**config.mk**
```make
export PLATFORM = sky130hd
export DESIGN_NAME = elevator_ctrl_n
export DESIGN_NICKNAME = d
export VERILOG_FILES = /design/src/rtl/elevator_pkg.sv /design/src/rtl/elevator_req_reg.sv /design/src/rtl/elevator_ctrl_n.sv
export SDC_FILE = /design/constraint.sdc
export NUM_CORES = 1
export LEC_CHECK = 0
export CAP_MARGIN = 20
export CORE_MARGIN = 5
export CORE_UTILIZATION = 33
export DETAILED_ROUTE_END_ITERATION = 16
export PLACE_DENSITY_LB_ADDON = 0.15
export SYNTH_ARGS = -nofsm -noshare
export SYNTH_HDL_FRONTEND = slang
export SYNTH_SLANG_ARGS = --single-unit
```
**constraint.sdc**
```tcl
create_clock -name clk -period 3.66 [get_ports clk]
set_clock_uncertainty 0.15 [all_clocks]
set_input_delay 0.732 -clock clk [delete_from_list [all_inputs] [get_ports clk]]
set_output_delay 0.732 -clock clk [all_outputs]
set_load 0.03 [all_outputs]
```
**src/rtl/elevator_pkg.sv**
```systemverilog
// Shared state encoding and request-mask helpers for the N-floor elevator controller.
package elevator_pkg;

    localparam int MAX_FLOORS = 64;

    typedef enum logic [2:0] {
        IDLE      = 3'd0,
        MOVE_UP   = 3'd1,
        MOVE_DOWN = 3'd2,
        DOOR      = 3'd3,
        ESTOP     = 3'd4
    } state_t;

    // Callers zero-extend their FLOORS-wide pending vector to MAX_FLOORS.
    function automatic logic req_above(input logic [MAX_FLOORS-1:0] pending, input int floor);
        logic r;
        r = 1'b0;
        for (int i = 0; i < MAX_FLOORS; i++) begin
            if (i > floor && pending[i]) r = 1'b1;
        end
        return r;
    endfunction

    function automatic logic req_below(input logic [MAX_FLOORS-1:0] pending, input int floor);
        logic r;
        r = 1'b0;
        for (int i = 0; i < MAX_FLOORS; i++) begin
            if (i < floor && pending[i]) r = 1'b1;
        end
        return r;
    endfunction

endpackage

```
**src/rtl/elevator_req_reg.sv**
```systemverilog
// Pending-request register with clear-over-set priority, plus above/below/here
// flags evaluated at look_floor (the floor the car occupies after this edge).
module elevator_req_reg #(
    parameter int FLOORS  = 8,
    parameter int FLOOR_W = $clog2(FLOORS)
) (
    input  logic               clk,
    input  logic               rst_n,
    input  logic [FLOORS-1:0]  floor_req,
    input  logic               clr_en,
    input  logic [FLOOR_W-1:0] look_floor,
    output logic [FLOORS-1:0]  pending,
    output logic               above,
    output logic               below,
    output logic               here
);
    import elevator_pkg::*;

    logic [FLOORS-1:0] clr;

    always_comb begin
        clr = '0;
        if (clr_en) clr[look_floor] = 1'b1;
    end

    always_ff @(posedge clk or negedge rst_n) begin
        if (!rst_n) begin
            pending <= '0;
        end else begin
            pending <= (pending | floor_req) & ~clr;
        end
    end

    always_comb begin
        above = req_above(MAX_FLOORS'(pending), int'(look_floor));
        below = req_below(MAX_FLOORS'(pending), int'(look_floor));
        here  = pending[look_floor];
    end

endmodule

```
**src/rtl/elevator_ctrl_n.sv**
```systemverilog
// N-floor elevator controller: SCAN scheduling, timed travel and door dwell,
// emergency halt. Outputs are registered from the next-state decode.
//
// state     | meaning
// ----------+---------------------------------------------
// IDLE      | stationary, door closed, choosing next move
// MOVE_UP   | travelling up, travel counter running
// MOVE_DOWN | travelling down, travel counter running
// DOOR      | stopped at current_floor, door counter running
// ESTOP     | emergency halt, counters cleared
module elevator_ctrl_n #(
    parameter int FLOORS        = 8,
    parameter int FLOOR_W       = $clog2(FLOORS),
    parameter int TRAVEL_CYCLES = 4,
    parameter int DOOR_CYCLES   = 6
) (
    input  logic               clk,
    input  logic               rst_n,
    input  logic [FLOORS-1:0]  floor_req,
    input  logic               emergency_stop,
    output logic               move_up,
    output logic               move_down,
    output logic               motor_stop,
    output logic               door_open,
    output logic [FLOOR_W-1:0] current_floor,
    output logic [FLOORS-1:0]  pending,
    output logic               dir_up
);
    import elevator_pkg::*;

    localparam int TRAVEL_W = $clog2(TRAVEL_CYCLES + 1);
    localparam int DOOR_W   = $clog2(DOOR_CYCLES + 1);
    localparam logic [TRAVEL_W-1:0] TRAVEL_LAST = TRAVEL_W'(TRAVEL_CYCLES - 1);
    localparam logic [DOOR_W-1:0]   DOOR_LAST   = DOOR_W'(DOOR_CYCLES - 1);

    state_t               state, state_next;
    logic [TRAVEL_W-1:0]  travel_cnt, travel_d;
    logic [DOOR_W-1:0]    door_cnt, door_d;
    logic [FLOOR_W-1:0]   look_floor, floor_d;
    logic                 dir_d, mu_d, md_d;
    logic                 travel_tc, door_tc, arrive, reload, clr_en;
    logic                 above, below, here;

    elevator_req_reg #(
        .FLOORS  (FLOORS),
        .FLOOR_W (FLOOR_W)
    ) u_req_reg (
        .clk        (clk),
        .rst_n      (rst_n),
        .floor_req  (floor_req),
        .clr_en     (clr_en),
        .look_floor (look_floor),
        .pending    (pending),
        .above      (above),
        .below      (below),
        .here       (here)
    );

    always_ff @(posedge clk or negedge rst_n) begin
        if (!rst_n) begin
            state         <= IDLE;
            travel_cnt    <= '0;
            door_cnt      <= '0;
            current_floor <= '0;
            dir_up        <= 1'b1;
            move_up       <= 1'b0;
            move_down     <= 1'b0;
            motor_stop    <= 1'b1;
            door_open     <= 1'b0;
        end else begin
            state         <= state_next;
            travel_cnt    <= travel_d;
            door_cnt      <= door_d;
            current_floor <= floor_d;
            dir_up        <= dir_d;
            move_up       <= mu_d;
            move_down     <= md_d;
            motor_stop    <= ~(mu_d | md_d);
            door_open     <= (state_next == DOOR);
        end
    end

    always_comb begin
        state_next = state;
        travel_tc  = (travel_cnt == TRAVEL_LAST);
        door_tc    = (door_cnt == DOOR_LAST);
        arrive     = (state == MOVE_UP || state == MOVE_DOWN) && travel_tc;
        reload     = (state == DOOR) && floor_req[current_floor];

        // Flags are evaluated at the arrival floor so a stop is decided on the arrival edge.
        look_floor = current_floor;
        if (arrive) begin
            look_floor = (state == MOVE_UP) ? current_floor + 1'b1 : current_floor - 1'b1;
        end

        case (state)
            IDLE: begin
                if (here)                         state_next = DOOR;
                else if (above && (dir_up || !below)) state_next = MOVE_UP;
                else if (below)                   state_next = MOVE_DOWN;
            end
            MOVE_UP: begin
                if (travel_tc) begin
                    if (here)       state_next = DOOR;
                    else if (!above) state_next = IDLE;
                end
            end
            MOVE_DOWN: begin
                if (travel_tc) begin
                    if (here)       state_next = DOOR;
                    else if (!below) state_next = IDLE;
                end
            end
            DOOR: begin
                if (!reload && door_tc) begin
                    if (dir_up && above)       state_next = MOVE_UP;
                    else if (!dir_up && below) state_next = MOVE_DOWN;
                    else if (below)            state_next = MOVE_DOWN;
                    else if (above)            state_next = MOVE_UP;
                    else                       state_next = IDLE;
                end
            end
            ESTOP: begin
                if (!emergency_stop) state_next = IDLE;
            end
            default: state_next = IDLE;
        endcase

        if (emergency_stop) state_next = ESTOP;

        mu_d    = (state_next == MOVE_UP);
        md_d    = (state_next == MOVE_DOWN);
        dir_d   = mu_d ? 1'b1 : (md_d ? 1'b0 : dir_up);
        clr_en  = (state_next == DOOR);
        floor_d = (arrive && state_next != ESTOP) ? look_floor : current_floor;

        travel_d = '0;
        if ((state == MOVE_UP || state == MOVE_DOWN) && state_next == state && !travel_tc) begin
            travel_d = travel_cnt + 1'b1;
        end

        door_d = '0;
        if (state == DOOR && state_next == DOOR && !reload && !door_tc) begin
            door_d = door_cnt + 1'b1;
        end
    end

endmodule

```
=== Word level (Yosys, flattened, before mapping) ===
Index checks and enable logic that the tools add are counted.

* Add/sub/neg operators: 4
* $lt $le $gt $ge: 17
* Equality and inequality tests: 10
* Mux-type cells: 43
* Bitwise operators: 5
* Reduce and logical (&&, ||, !) cells: 36

{| class="wikitable"
|+ Operator list
! operator !! number
|-
| 2-to-1 mux 3 bit || 15
|-
| logical AND 1 bit || 27
|-
| 2-to-1 mux 1 bit || 20
|-
| == test 3 x 2 -> 1 bit (second input constant) || 5
|-
| greater-than comparator 3 bit (first input constant) || 4
|-
| case mux 3 bit (4 select lines) || 1
|-
| adder 3 x 1 -> 3 bit (second input constant) || 3
|-
| < comparator 3 bit (first input constant) || 3
|-
| AND 8 bit || 1
|-
| < comparator 3 x 4 -> 1 bit (second input constant) || 2
|-
| 2-to-1 mux 8 bit || 1
|-
| inverter 8 bit || 1
|-
| bitwise OR 8 bit || 1
|-
| binary-select mux 1 bit (select 3 bit) || 2
|-
| == test 3 x 1 -> 1 bit (second input constant) || 2
|-
| greater-than comparator 2 x 3 -> 1 bit (first input constant) || 2
|-
| < comparator 1 x 3 -> 1 bit (first input constant) || 2
|-
| < comparator 2 x 3 -> 1 bit (first input constant) || 2
|-
| 2-to-1 mux 2 bit || 3
|-
| zero test 1 bit || 5
|-
| demux 1 bit (select 3 bit) || 1
|-
| == test 3 bit || 1
|-
| == test 3 bit (second input constant) || 1
|-
| greater-or-equal comparator 3 x 1 -> 1 bit (second input constant) || 1
|-
| 8 further kinds || 9
|}

* Register bits after elaboration: 25
* Bits of input ports: 11
* Output and inout port bits: 16
* Logic and storage cells: 125

=== Logic depth before layout (Yosys ltp) ===
* Depth after elaboration: 25
* Depth in mapped cells: 14
* Depth with buffers taken out: 13

=== Cells and area by module ===
A second synthesis with hierarchy kept.

* Cells, all modules: 149
* Area total of the unflattened synthesis: 1515.2 um2

{| class="wikitable"
|+ Modules (own cells, without submodules)
! module !! times used !! cells each !! area an instance (um2) !! seq. area each (um2)
|-
| elevator_ctrl_n || 1 || 98 || 1011.0 || 427.9
|-
| elevator_req_reg || 1 || 51 || 504.2 || 200.2
|}

=== Worst setup path before layout ===
No wires, ideal clock.

* Kind: reg-to-reg
* From: register current_floor[0]
* To: register u_req_reg.pending[2]
* Setup time: 0.077 ns
* Data arrival time: 3.547 ns
* Data required time: 3.433 ns
* Setup slack: -0.115 ns
* Cell stages (with the launch flop): 14
* Buffers on the path: 1
* Clock period less this slack: 3.775 ns
* Path through: dfrtp_1 -> clkbuf_1 -> inv_1 -> fa_1 -> or3b_1 -> a21oi_2 -> xor2_1 -> o21a_1 -> o22ai_1 -> o221a_4 -> o31ai_4 -> inv_2 -> and3_4 -> a21oi_1

* Longest elaborated chain between the ends: 23
* Elaborated cells on any way between the ends: 83
* Those cells by class: add/sub: 2; order compare: 16; eq/ne: 1; mux: 39; bitwise: 2; reduce/logical: 23

{| class="wikitable"
|+ Ends and longest elaborated chain
! element !! RTL line !! source
|-
| start, declared || elevator_ctrl_n.sv:25 || <nowiki>output logic [FLOOR_W-1:0] current_floor,</nowiki>
|-
| start signal, assigned || elevator_ctrl_n.sv:74 || <nowiki>current_floor <= floor_d;</nowiki>
|-
| subtractor 3 x 1 -> 3 bit or adder 3 x 1 -> 3 bit (tied branches) || elevator_ctrl_n.sv:93 || <nowiki>look_floor = (state == MOVE_UP) ? current_floor + 1'b1 : current_floor - 1'b1;</nowiki>
|-
| 2-to-1 mux 3 bit || elevator_ctrl_n.sv:93 ||
|-
| 2-to-1 mux 3 bit || elevator_ctrl_n.sv:92 || <nowiki>if (arrive) begin</nowiki>
|-
| greater-than comparator 1 x 3 -> 1 bit or < comparator 1 x 3 -> 1 bit (tied branches) || elevator_pkg.sv:19, elevator_pkg.sv:28 ||
|-
| logical AND 1 bit (on tied branches) || elevator_pkg.sv:19, elevator_pkg.sv:28 ||
|-
| 2-to-1 mux 1 bit (on tied branches) (7 in a row) || elevator_pkg.sv:19, elevator_pkg.sv:28 ||
|-
| 2-to-1 mux 1 bit or zero test 1 bit (tied branches) || - ||
|-
| 2-to-1 mux 2 bit or logical OR 1 bit (tied branches) || elevator_ctrl_n.sv:118, elevator_ctrl_n.sv:99 ||
|-
| (+2 left out) || - ||
|-
| 2-to-1 mux 3 bit (on tied branches) || elevator_ctrl_n.sv:115, elevator_ctrl_n.sv:98 ||
|-
| case mux 3 bit (4 select lines) * || elevator_ctrl_n.sv:96 || <nowiki>case (state)</nowiki>
|-
| 2-to-1 mux 3 bit * || elevator_ctrl_n.sv:129 || <nowiki>if (emergency_stop) state_next = ESTOP;</nowiki>
|-
| via state_next[0] || elevator_ctrl_n.sv:36 || <nowiki>state_t state, state_next;</nowiki>
|-
| == test 3 x 2 -> 1 bit * || elevator_ctrl_n.sv:134 || <nowiki>clr_en = (state_next == DOOR);</nowiki>
|-
| 2-to-1 mux 8 bit * || elevator_req_reg.sv:23 || <nowiki>if (clr_en) clr[look_floor] = 1'b1;</nowiki>
|-
| inverter 8 bit * || elevator_req_reg.sv:30 || <nowiki>pending <= (pending | floor_req) & ~clr;</nowiki>
|-
| AND 8 bit * || elevator_req_reg.sv:30 ||
|-
| end signal, assigned || elevator_req_reg.sv:30 ||
|-
| end, declared || elevator_req_reg.sv:12 || <nowiki>output logic [FLOORS-1:0] pending,</nowiki>
|}

Mark *: on every way through the listed nets, which the timed path passes. The rest lies on a longest branch. The select of a mux whose other input is x is not followed.
A chain may end at the register's enable or synchronous reset.

=== Worst setup path in the final report ===
* From: register state[0]
* To: register u_req_reg.pending[4]

* Longest elaborated chain between the ends: 24
* Elaborated cells on any way between the ends: 85
* Those cells by class: order compare: 16; eq/ne: 4; mux: 37; bitwise: 2; reduce/logical: 26

{| class="wikitable"
|+ Ends and longest elaborated chain
! element !! RTL line !! source
|-
| start, declared || elevator_ctrl_n.sv:36 ||
|-
| start signal, assigned || elevator_ctrl_n.sv:71 || <nowiki>state <= state_next;</nowiki>
|-
| == test 3 x 1 -> 1 bit or == test 3 x 2 -> 1 bit (tied branches) || elevator_ctrl_n.sv:87, elevator_ctrl_n.sv:93, elevator_ctrl_n.sv:96 ||
|-
| logical OR 1 bit || elevator_ctrl_n.sv:87 || <nowiki>arrive = (state == MOVE_UP || state == MOVE_DOWN) && travel_tc;</nowiki>
|-
| logical AND 1 bit || elevator_ctrl_n.sv:87 ||
|-
| 2-to-1 mux 3 bit || elevator_ctrl_n.sv:92 ||
|-
| greater-than comparator 1 x 3 -> 1 bit or < comparator 1 x 3 -> 1 bit (tied branches) || elevator_pkg.sv:19, elevator_pkg.sv:28 ||
|-
| logical AND 1 bit (on tied branches) || elevator_pkg.sv:19, elevator_pkg.sv:28 ||
|-
| 2-to-1 mux 1 bit (on tied branches) (7 in a row) || elevator_pkg.sv:19, elevator_pkg.sv:28 ||
|-
| 2-to-1 mux 1 bit or zero test 1 bit (tied branches) || - ||
|-
| (+3 left out) || - ||
|-
| 2-to-1 mux 3 bit (on tied branches) || elevator_ctrl_n.sv:115, elevator_ctrl_n.sv:98 ||
|-
| case mux 3 bit (4 select lines) * || elevator_ctrl_n.sv:96 ||
|-
| 2-to-1 mux 3 bit * || elevator_ctrl_n.sv:129 ||
|-
| via state_next[0] || elevator_ctrl_n.sv:36 ||
|-
| == test 3 x 2 -> 1 bit * || elevator_ctrl_n.sv:134 ||
|-
| 2-to-1 mux 8 bit * || elevator_req_reg.sv:23 ||
|-
| inverter 8 bit * || elevator_req_reg.sv:30 ||
|-
| AND 8 bit * || elevator_req_reg.sv:30 ||
|}

Marked as above.

==> results_dict.tcl <==
set metrics [dict create \
    clk_pin_slew_ns 0.09 \
    worst_setup_path_start_kind "flip-flop" \
    grt_pass1_wl_um 7000 \
    comb_power_share 0.294 \
    dr.pass1.iters 4 \
    rsz0062_at_grt "false" \
    cap_violations 0 \
    seq_area_frac_synth 0.395 \
    total_power_mw 0.684 \
    power_switching_mw 0.221 \
    cts_root_buffer "clkbuf_8" \
    drt_iter0_markers 108 \
    htreeDepth 1 \
    dp.final_hpwl_um 3160 \
    wirelength_um 4120 \
    synth_area_leaders "dfrtp_1 (36%), nor2_1 (5.9%), a21oi_1 (4.4%)" \
    sequentialPowerShare 0.464 \
    nets 221 \
    hold_path.class "flip-flop to flip-flop" \
    clock_sinks 25 \
    finalSetupViolCount 0 \
    synth_nets 183 \
    n_antenna_cell 0 \
    finalWorstSetupSlack_ns 0.179 \
    drc 0 \
    holdWs_ns 0.299 \
    cts_tree "built" \
    overflow 0 \
    synth_warnings 0 \
    switching_share 0.323 \
    ant_nets 0 \
    synth_cells 167 \
    synth_most_common_cell "nor2_1" \
    multi_input_area_um2 921 \
    yosysTopAreaCellShare 0.362 \
    fmax_mhz 287 \
    yosysUniqueCellTypes 51 \
    yosysTopAreaCell "dfrtp_1" \
    clk_latency_ns 0.27 \
    grt_usage 0.142 \
    avgSynthCellArea_um2 9.53 \
    p_clk_frac 0.243 \
    min_period_ns 3.48 \
    area_growth_pct 30.0 \
    total_leakage_power_nw 0.851 \
    layout.area.seq_um2 628 \
    critPathKind "flip-flop to flip-flop" \
    ir_worst_vdd_mv 0.182 \
    synth_seq_cells 25 \
    cp_data_required_time_ns 3.71 \
    async_reset_ff_frac 1.00 \
    crit_path_max_fanout 7 \
    routedWlPerCell_um 16.0 \
    fin_crit_sh 0.951 \
    fin_util 0.441 \
    relSlewSlack 0.515 \
    num_rows 25 \
    core_area_um2 4690 \
    power.density_nw_per_um2 330 \
    grt_max_degree 26 \
    clock_path_buffers 2 \
    synth_flop_cell "dfrtp_1" \
    routed-via-count 1393 \
    fillerInstances 460 \
    netlist_area_um2 1590 \
    worst_slew_pin_slew_ns 0.722 \
    slew_violations 0 \
    place_congestion 0.828 \
    cts_buffers 3 \
    io_pins 27 \
    synth_edf_count 0 \
    status "complete, no violations" \
    setup_tns_ns 0 \
    die_w_um 79.4 \
    portBuffers 26 \
    start_util 0.339 \
    p_int_mw 0.463 \
    grt_pass1_vias 1436 \
    synthTopCellsByCount "nor2_1 (25), dfrtp_1 (23), a21oi_1 (14)" \
    place_ws_ns 0.129 \
    viasPerCell 5.40 \
    hold_viol_final 0 \
    die_area_um2 6310 \
    end_kind "flip-flop" \
    antenna_found_initial 0 \
    cp.arrival_ns 3.53 \
    drive_gt1_frac 0.196 \
    fp.dieH_um 79.4 \
]
layout make-up:
type / instances / share of cell area
multi-input cells: 124 / 0.445
well taps: 54 / 0.0326
repair buffers: 40 / 0.177
inverters: 11 / 0.0200
clock buffers: 3 / 0.0200
flip-flops and latches: 25 / 0.304
clock inverters: 1 / 0.00242
through the flow:
step	cells	instance area [µm²]
4_1_cts	255	2010
5_1_grt	258	2070
2_1_floorplan	167	1600
3_3_place_gp	251	1960
6_report	258	2070
3_5_place_dp	251	1960
critical path, cell delays in order (launching register included):
cell      delay, ns
dfrtp_1        0.39
or2b_1         0.20
nor2_1         0.07
fa_1           0.37
or3b_1         0.41
a21oi_4        0.26
xor2_4         0.26
mux2i_1        0.22
a32oi_1        0.10
and4bb_2       0.27
o31ai_4        0.26
inv_2          0.09
and3_4         0.20
a21oi_1        0.15
state kept, by name, indices dropped and copies added (netlist names):
signal             cells
door_open              1
door_cnt               3
travel_cnt             3
current_floor          3
dir_up                 1
move_down              1
u_req_reg.pending      8
state                  3
move_up                1
motor_stop             1
metal layers:
| layer | share of wire | vias to the layer above | GRT usage |
|---|---|---|---|
| met5 | 0 | - | 0 |
| met4 | 0.016 | 0 | 0.0498 |
| met3 | 0.059 | 9 | 0.0316 |
| met2 | 0.47 | 41 | 0.230 |
| met1 | 0.45 | 670 | 0.184 |
| li1 | - | 673 | - |
power by group through the flow:
stage | combinational, mW | sequential (mW) | clock (mW)
5_1_grt | 0.219 | 0.320 | 0.189
3_5_place_dp | 0.196 | 0.322 | 0
6_report | 0.201 | 0.317 | 0.166
2_1_floorplan | 0.102 | 0.346 | 0
4_1_cts | 0.197 | 0.317 | 0.174
3_3_place_gp | 0.194 | 0.322 | 0
layout by cell type, fill, tap and decap left out, drive strengths merged, types with 2 or more instances in the layout:
| master | n |
|---|---|
| mux2i | 5 |
| o221a | 2 |
| and2 | 4 |
| nor2 | 25 |
| o31ai | 2 |
| nand3 | 2 |
| and3 | 6 |
| buf | 14 |
| or4 | 2 |
| a211oi | 2 |
| or3 | 2 |
| nand2 | 7 |
| inv | 11 |
| o211ai | 3 |
| o21a | 2 |
| ha | 4 |
| a21oi | 15 |
| nor2b | 3 |
| a31oi | 4 |
| mux4 | 2 |
| dfstp | 2 |
| dfrtp | 23 |
| nor3 | 2 |
| o22ai | 4 |
| xnor2 | 4 |
| o21ai | 5 |
| clkbuf | 3 |
| or2 | 2 |
| clkdlybuf4s50 | 26 |
worst paths after layout:
kind	start	to	slack, ns	cells after the start
max	state[0]$_DFF_PN0_	u_req_reg.pending[4]$_DFF_PN0_	0.18	13
min	travel_cnt[0]$_DFF_PN0_	travel_cnt[0]$_DFF_PN0_	0.30	1
max reg2reg	state[0]$_DFF_PN0_	u_req_reg.pending[4]$_DFF_PN0_	0.18	13
min reg2reg	travel_cnt[0]$_DFF_PN0_	travel_cnt[0]$_DFF_PN0_	0.30	1
max in group asynchronous	rst_n	dir_up$_DFFE_PN1N_	2.40	2
min in group asynchronous	rst_n	u_req_reg.pending[0]$_DFF_PN0_	0.66	2
what timing repair did:
item	4_1_cts	5_1_grt
buffers inserted	0	3
hold buffers	0	0
gates resized for setup	0	6
endpoints found under the setup margin	0	8
cells by family (layout without fill, tap and decap cells):
kind of cell    after synthesis  in the layout  share of synthesized area
buf+inv                      18             55                     0.0574
flops                        25             25                      0.395
mux                           7              7                     0.0597
fa+ha+maj                     5              5                     0.0440
compound gates               44             44                      0.202
simple gates                 63             63                      0.215
xor+xnor                      5              5                     0.0275
(Power assumes the default switching activity.)
